## config.mk

```make
export PLATFORM = sky130hd
export DESIGN_NAME = cache_miss_handler
export DESIGN_NICKNAME = d
export VERILOG_FILES = /design/src/rtl/cache_miss_handler.sv
export SDC_FILE = /design/constraint.sdc
export NUM_CORES = 1
export LEC_CHECK = 0
export ABC_AREA = 1
export CORE_UTILIZATION = 40
export CTS_BUF_LIST = sky130_fd_sc_hd__clkbuf_16
export DETAILED_ROUTE_END_ITERATION = 10
export PLACE_DENSITY = 0.86
export SYNTH_ARGS = -nofsm -noshare
export SYNTH_HDL_FRONTEND = slang
export SYNTH_SLANG_ARGS = --single-unit
```

## constraint.sdc

```tcl
create_clock -name clk -period 5.4 [get_ports clk]
set_input_delay 1.08 -clock clk [delete_from_list [all_inputs] [get_ports clk]]
set_output_delay 1.08 -clock clk [all_outputs]
set_load 0.01 [all_outputs]
```

## src/rtl/cache_miss_handler.sv

```systemverilog
// cache_miss_handler
//   Sits between the direct-mapped data cache and the DDR2 controller. Accepts one
//   read-miss or write-through request at a time, issues a single-word command to
//   memory, waits (with a bounded timeout) for read data, then returns a one-cycle
//   response to the cache core together with a fill strobe for its data/tag RAM.
//
// Ports
//   clk, rst                    clock and asynchronous active-high reset
//   req_valid/ready/write/addr/wdata
//                               request from the cache core (accepted in IDLE only)
//   resp_valid/err/rdata        one-cycle completion pulse back to the cache core
//   fill_valid/addr/data        one-cycle write strobe into the cache line RAM
//   mem_cmd_valid/ready/write/addr/wdata
//                               single-word command toward the DDR2 controller
//   mem_rdata_valid/mem_rdata   read data return from the DDR2 controller
//
// All outputs are decoded from the state register and captured registers, so
// there is no combinational path from req_* or mem_* inputs to any output.
module cache_miss_handler #(
    parameter int ADDR_W  = 27,
    parameter int DATA_W  = 32,
    parameter int TIMEOUT = 1024,
    parameter int CNT_W   = 11
) (
    input  logic              clk,
    input  logic              rst,
    input  logic              req_valid,
    output logic              req_ready,
    input  logic              req_write,
    input  logic [ADDR_W-1:0] req_addr,
    input  logic [DATA_W-1:0] req_wdata,
    output logic              resp_valid,
    output logic              resp_err,
    output logic [DATA_W-1:0] resp_rdata,
    output logic              fill_valid,
    output logic [ADDR_W-1:0] fill_addr,
    output logic [DATA_W-1:0] fill_data,
    output logic              mem_cmd_valid,
    input  logic              mem_cmd_ready,
    output logic              mem_cmd_write,
    output logic [ADDR_W-1:0] mem_cmd_addr,
    output logic [DATA_W-1:0] mem_cmd_wdata,
    input  logic              mem_rdata_valid,
    input  logic [DATA_W-1:0] mem_rdata
);

    typedef enum logic [1:0] {
        S_IDLE = 2'd0,
        S_CMD  = 2'd1,
        S_WAIT = 2'd2,
        S_RESP = 2'd3
    } state_t;

    localparam logic [CNT_W-1:0] LAST_WAIT = CNT_W'(TIMEOUT - 1);

    state_t            state_q, state_d;
    logic              write_q, write_d;
    logic [ADDR_W-1:0] addr_q,  addr_d;
    // Holds the store data for writes and the returned word for reads, so the
    // fill port and the command port share a single data register.
    logic [DATA_W-1:0] data_q,  data_d;
    logic              err_q,   err_d;
    logic [CNT_W-1:0]  cnt_q,   cnt_d;

    // State and captured-request registers.
    always_ff @(posedge clk or posedge rst) begin
        if (rst) begin
            state_q <= S_IDLE;
            write_q <= 1'b0;
            addr_q  <= '0;
            data_q  <= '0;
            err_q   <= 1'b0;
            cnt_q   <= '0;
        end else begin
            state_q <= state_d;
            write_q <= write_d;
            addr_q  <= addr_d;
            data_q  <= data_d;
            err_q   <= err_d;
            cnt_q   <= cnt_d;
        end
    end

    // Next-state and capture logic.
    always_comb begin
        state_d = state_q;
        write_d = write_q;
        addr_d  = addr_q;
        data_d  = data_q;
        err_d   = err_q;
        cnt_d   = cnt_q;
        case (state_q)
            S_IDLE: begin
                if (req_valid) begin
                    state_d = S_CMD;
                    write_d = req_write;
                    addr_d  = {req_addr[ADDR_W-1:2], 2'b00};
                    data_d  = req_write ? req_wdata : '0;
                    err_d   = 1'b0;
                end else begin
                    state_d = S_IDLE;
                end
            end
            S_CMD: begin
                if (mem_cmd_ready) begin
                    cnt_d   = '0;
                    state_d = write_q ? S_RESP : S_WAIT;
                end else begin
                    state_d = S_CMD;
                end
            end
            S_WAIT: begin
                // Data arriving on the final wait cycle still beats the timeout.
                if (mem_rdata_valid) begin
                    data_d  = mem_rdata;
                    err_d   = 1'b0;
                    state_d = S_RESP;
                end else if (cnt_q == LAST_WAIT) begin
                    err_d   = 1'b1;
                    state_d = S_RESP;
                end else begin
                    cnt_d   = cnt_q + CNT_W'(1);
                end
            end
            S_RESP: begin
                state_d = S_IDLE;
            end
            default: begin
                state_d = S_IDLE;
            end
        endcase
    end

    logic in_cmd_s;
    logic in_resp_s;
    assign in_cmd_s  = (state_q == S_CMD);
    assign in_resp_s = (state_q == S_RESP);

    assign req_ready     = (state_q == S_IDLE);

    assign mem_cmd_valid = in_cmd_s;
    assign mem_cmd_write = in_cmd_s & write_q;
    assign mem_cmd_addr  = in_cmd_s ? addr_q : '0;
    assign mem_cmd_wdata = (in_cmd_s && write_q) ? data_q : '0;

    assign resp_valid    = in_resp_s;
    assign resp_err      = in_resp_s & err_q;
    assign resp_rdata    = (in_resp_s && !err_q && !write_q) ? data_q : '0;

    // A timed-out read has no valid data, so the cache line is left untouched.
    assign fill_valid    = in_resp_s & ~err_q;
    assign fill_addr     = in_resp_s ? addr_q : '0;
    assign fill_data     = (in_resp_s && !err_q) ? data_q : '0;

endmodule
```

Word-level counts from Yosys, hierarchy flattened
Cells that the tools add are included.
{"block": "totals", "ff_bits": 72, "in_bits": 97, "output_inout_bits": 156, "word_cells": 56}
{"block": "classes", "add_sub_neg": 1, "n_eq_ne": 10, "mux": 23, "bitwise": 4, "n_reduce_logical": 12}
{"cell": "32-bit two-way mux", "n": 6}
{"cell": "32-bit one-hot mux with 2 select lines", "n": 1}
{"cell": "27-bit two-way mux", "n": 2}
{"cell": "11-bit two-way mux", "n": 3}
{"cell": "11-bit one-hot mux with 2 select lines", "n": 1}
{"cell": "11-bit by 1-bit adder with 11-bit output, second input constant", "n": 1}
{"cell": "11-bit by 10-bit equality test with 1-bit output, second input constant", "n": 1}
{"cell": "2-bit != test, second input constant", "n": 5}
{"cell": "2-bit one-hot mux with 4 select lines", "n": 1}
{"cell": "2-bit two-way mux", "n": 3}
{"cell": "3-bit AND reduction", "n": 2}
{"cell": "1-bit two-way mux", "n": 5}
{"cell": "2-bit equality test, second input constant", "n": 2}
{"cell": "4-bit AND reduction", "n": 1}
{"cell": "2-bit nonzero test", "n": 2}
{"cell": "1-bit bitwise AND", "n": 3}
{"cell": "1-bit logical AND", "n": 3}
{"cell": "3-bit != test, second input constant", "n": 1}
{"cell": "2-bit by 1-bit equality test with 1-bit output, second input constant", "n": 1}
{"cell": "1-bit zero test", "n": 2}
{"cell": "2-bit zero test", "n": 1}
{"cell": "1-bit one-hot mux with 2 select lines", "n": 1}
{"cell": "2-bit AND reduction", "n": 1}
{"cell": "1-bit NOT", "n": 1}

Longest topological paths before layout
{"block": "logic_depth", "word_depth": 4, "mapped_depth": 9}

Least setup slack after synthesis
OpenSTA, ideal clock, no wires.
{"block": "synth_timing", "kind": "register -> output", "from": "register (tool-made name)", "to": "output port mem_cmd_wdata[10]", "arrival_ns": 1.370, "required_time_ns": 4.320, "slack_ns": 2.950, "stages_incl_launch_ff": 7, "path_buffers": 1, "cell_sequence": "dfrtp_1 > nor2_1 > inv_2 > nor2_4 > inv_2 > buf_6 > nor2_1"}
{"element": "to (decl)", "line": "42", "rtl": "output logic [DATA_W-1:0] mem_cmd_wdata,"}

==> metrics <==
outcome=complete, no violations; Tightest Pin Transition=1.227 ns; fmax=237.9 MHz; clock sinks=about 70; largest net degree at the start of global routing=65; Multi-input gate area=~0.0018 mm^2; nets@finish=about 930; WL per Instance=around 15 um; Setup crit end kind=output port; area of the core=between 0.009 and 0.01 mm^2; CTS tree=yes; Util after Layout=0.6931; Root Driver=clkbuf_16; GRT Overall Usage=0.2586; Port Buffers=between 200 and 250; post-synth cell types=24; Synth Flop Type=dfrtp_1; maximum vdd ir drop=~0.24 mV; final setup fails=0; critical path, cell by cell=nand2_2 > nor2_1 > nand2_1 > nor2_1 > clkdlybuf4s50_1; Final WS setup=1.197 ns; Cells after Synth=612; share of layout cells above drive strength 1=0.03337; leak pwr=~3.1 nW; Final Skew=0.007244 ns; ranking of synthesized cells by area=dfrtp_1 44%, nor2_1 20%, inv_1 6.7%, nand2_1 6.6%, nand3_1 5.6%; number of synthesized flops with an enable pin=0; Simple-Gate Fraction of Synth Area=0.3380; YS warnings=0; largest family of logic cells by synthesized area=simple AND/OR/NAND/NOR gates; worst relative slew slack=0.1799; Max-Cap Viols=0; Routed Antenna Nets=0; Area growth, synth to finish=66.38%; sequential cell area=roughly 0.0018 mm^2; post-synthesis adder-cell area fraction=0.003031; Seq cells post-synth=72; Slew Viols, Final=0; max incr delay on CP=between 0.7 and 0.8 ns; initial antenna violation count=0; area leader, netlist=dfrtp_1; Rows=36; DR vias=between 4,000 and 5,000; hpwl dp=about 10,000 um; CP top delay family=simple AND/OR/NAND/NOR gates; flop2flop setup slack=2.80 ns; startpoint type of the worst setup path=flip-flop; Initial Utilization=0.4165; DRC viols=0; top cells by count, synth=222 x nor2_1, 74 x inv_1, 73 x nand2_1; chip height=around 100 um; Routed WL=~14,000 um; H-tree depth=3; hold_ws=about 0.54 ns; Hold Crit Class=flip-flop to flip-flop; Hold-fix buffers, CTS=0; full die area=roughly 0.011 mm^2; CP Buf/Inv Count=1; first-pass GRT wire length=about 22,000 um; mux cell area share after synthesis=0; complex-gate fraction of the synthesized area=0.09761; GRT Residual Overflow=0; clk buf depth=2; vias in the first global route=4,447; worst path required time=4.32 ns; clock-pin transition on the worst setup and hold timing paths=about 0.06 ns; antenna diode count=0; XOR/XNOR Fraction of Synth Area=0; latest clock arrival within the worst-skew pair=roughly 0.32 ns; final instance area=between 0.006 and 0.007 mm^2; post-route clock period utilization=0.7784; I/O Pins=253; post-layout minimum cycle time=~4.2 ns; Vias/cell=between 4 and 5; Hold Fails Final Rpt=0; post-synth top area share=0.4365; ys async rst share=1.000; setup_tns=0 ns; sequential-to-total area share from yosys stat=0.4365; TritonCTS Buffers=9; dpl ws=around 1.6 ns; Crit Path Class=flip-flop to output port; Final Wtd Congestion=around 0.86; placed instance area=roughly 0.0066 mm^2; placed insts=roughly 960; number of DRC markers in iteration 0=around 320; die width=103.6 um; cts repair resizes=0; synthesized area per cell=6.745 um^2; Mapped Area=approximately 0.0041 mm^2; fill count=approximately 840; Most common cell on crit path=nor2_1; total chip power=between 3 and 4 mW; Crit Path Max Fanout=32; # Post-CTS Setup Buffers=0; RSZ-0062 raised after global routing=false; power per cell area=504.8 mW/mm^2; Worst EP arrival=3.12 ns; final cell count without fillers=972; Slowest cell on crit path=nand2_1; drt first pass iters=5; most numerous cell in the Yosys netlist=nor2_1
==> flip-flops by register name, summed over array words and instances (netlist names), named ones only <==
name     flops
data_q      32
addr_q      25
state_q      1
cnt_q       11
write_q      1
err_q        1
==> logic make-up (layout without fill, tap and decap cells) <==
logic type	count (synthesis)	count (layout)
other	1	4
flip-flops	72	72
buffers and inverters	118	342
AND/OR/NAND/NOR	349	349
AO/OA/AOI/OAI	71	71
adder cells (fa/ha/maj)	1	1
==> path summary, 6_finish.rpt <==
| check | start | end | cells after the start |
|---|---|---|---|
| setup / recovery | flip-flop | resp_rdata[6] | 5 |
| hold / removal | cnt_q[0]$_DFFE_PP0P_ | cnt_q[0]$_DFFE_PP0P_ | 1 |
| setup reg to reg | state_q[0]$_DFFE_PP0P_ | data_q[31]$_DFFE_PP0P_ | 5 |
| hold reg to reg | cnt_q[0]$_DFFE_PP0P_ | cnt_q[0]$_DFFE_PP0P_ | 1 |
| max in group asynchronous | rst | cnt_q[6]$_DFFE_PP0P_ | 3 |
| min in group asynchronous | rst | data_q[4]$_DFFE_PP0P_ | 2 |
==> layout make-up <==
cell class                      count  share of cell area
Clock buffer                        9             0.03279
Clock inverter                      7            0.009291
Sequential cell                    72              0.2623
Multi-Input combinational cell    425              0.2669
Tap cell                          133             0.02423
Timing Repair Buffer              250              0.3629
Inverter                           76             0.04154
==> report_power, final <==
part           switching, mW  internal (mW)  total (mW)  leakage [nW]
registers              0.103          0.777       0.880         0.841
clock network          0.216          0.353       0.570         0.144
logic                   1.11          0.906        2.02          2.15
==> layout by cell type (no fill, tap or decap), types with 2 or more instances in the layout <==
master / instances
clkdlybuf4s50_1: 246
nor2_1: 221
inv_1: 74
nand2_1: 73
dfrtp_1: 72
nand3_1: 46
a31oi_1: 32
a21oi_1: 29
clkbuf_16: 9
o21ai_0: 4
conb_1: 4
buf_4: 4
nand2_2: 3
inv_2: 3
o21ai_1: 3
nor2_2: 2
nor2_4: 2
o21bai_1: 2
clkinv_2: 2
==> per-layer routing <==
| layer | GRT usage | vias to the layer above | share of wire |
|---|---|---|---|
| met4 | 0.06832 | 0 | 0.011 |
| met3 | 0.04405 | 11 | 0.047 |
| met5 | 0 | - | 0 |
| met2 | 0.4770 | 167 | 0.55 |
| met1 | 0.3088 | 2301 | 0.39 |
| li1 | - | 2322 | - |
(Power assumes the default switching activity.)
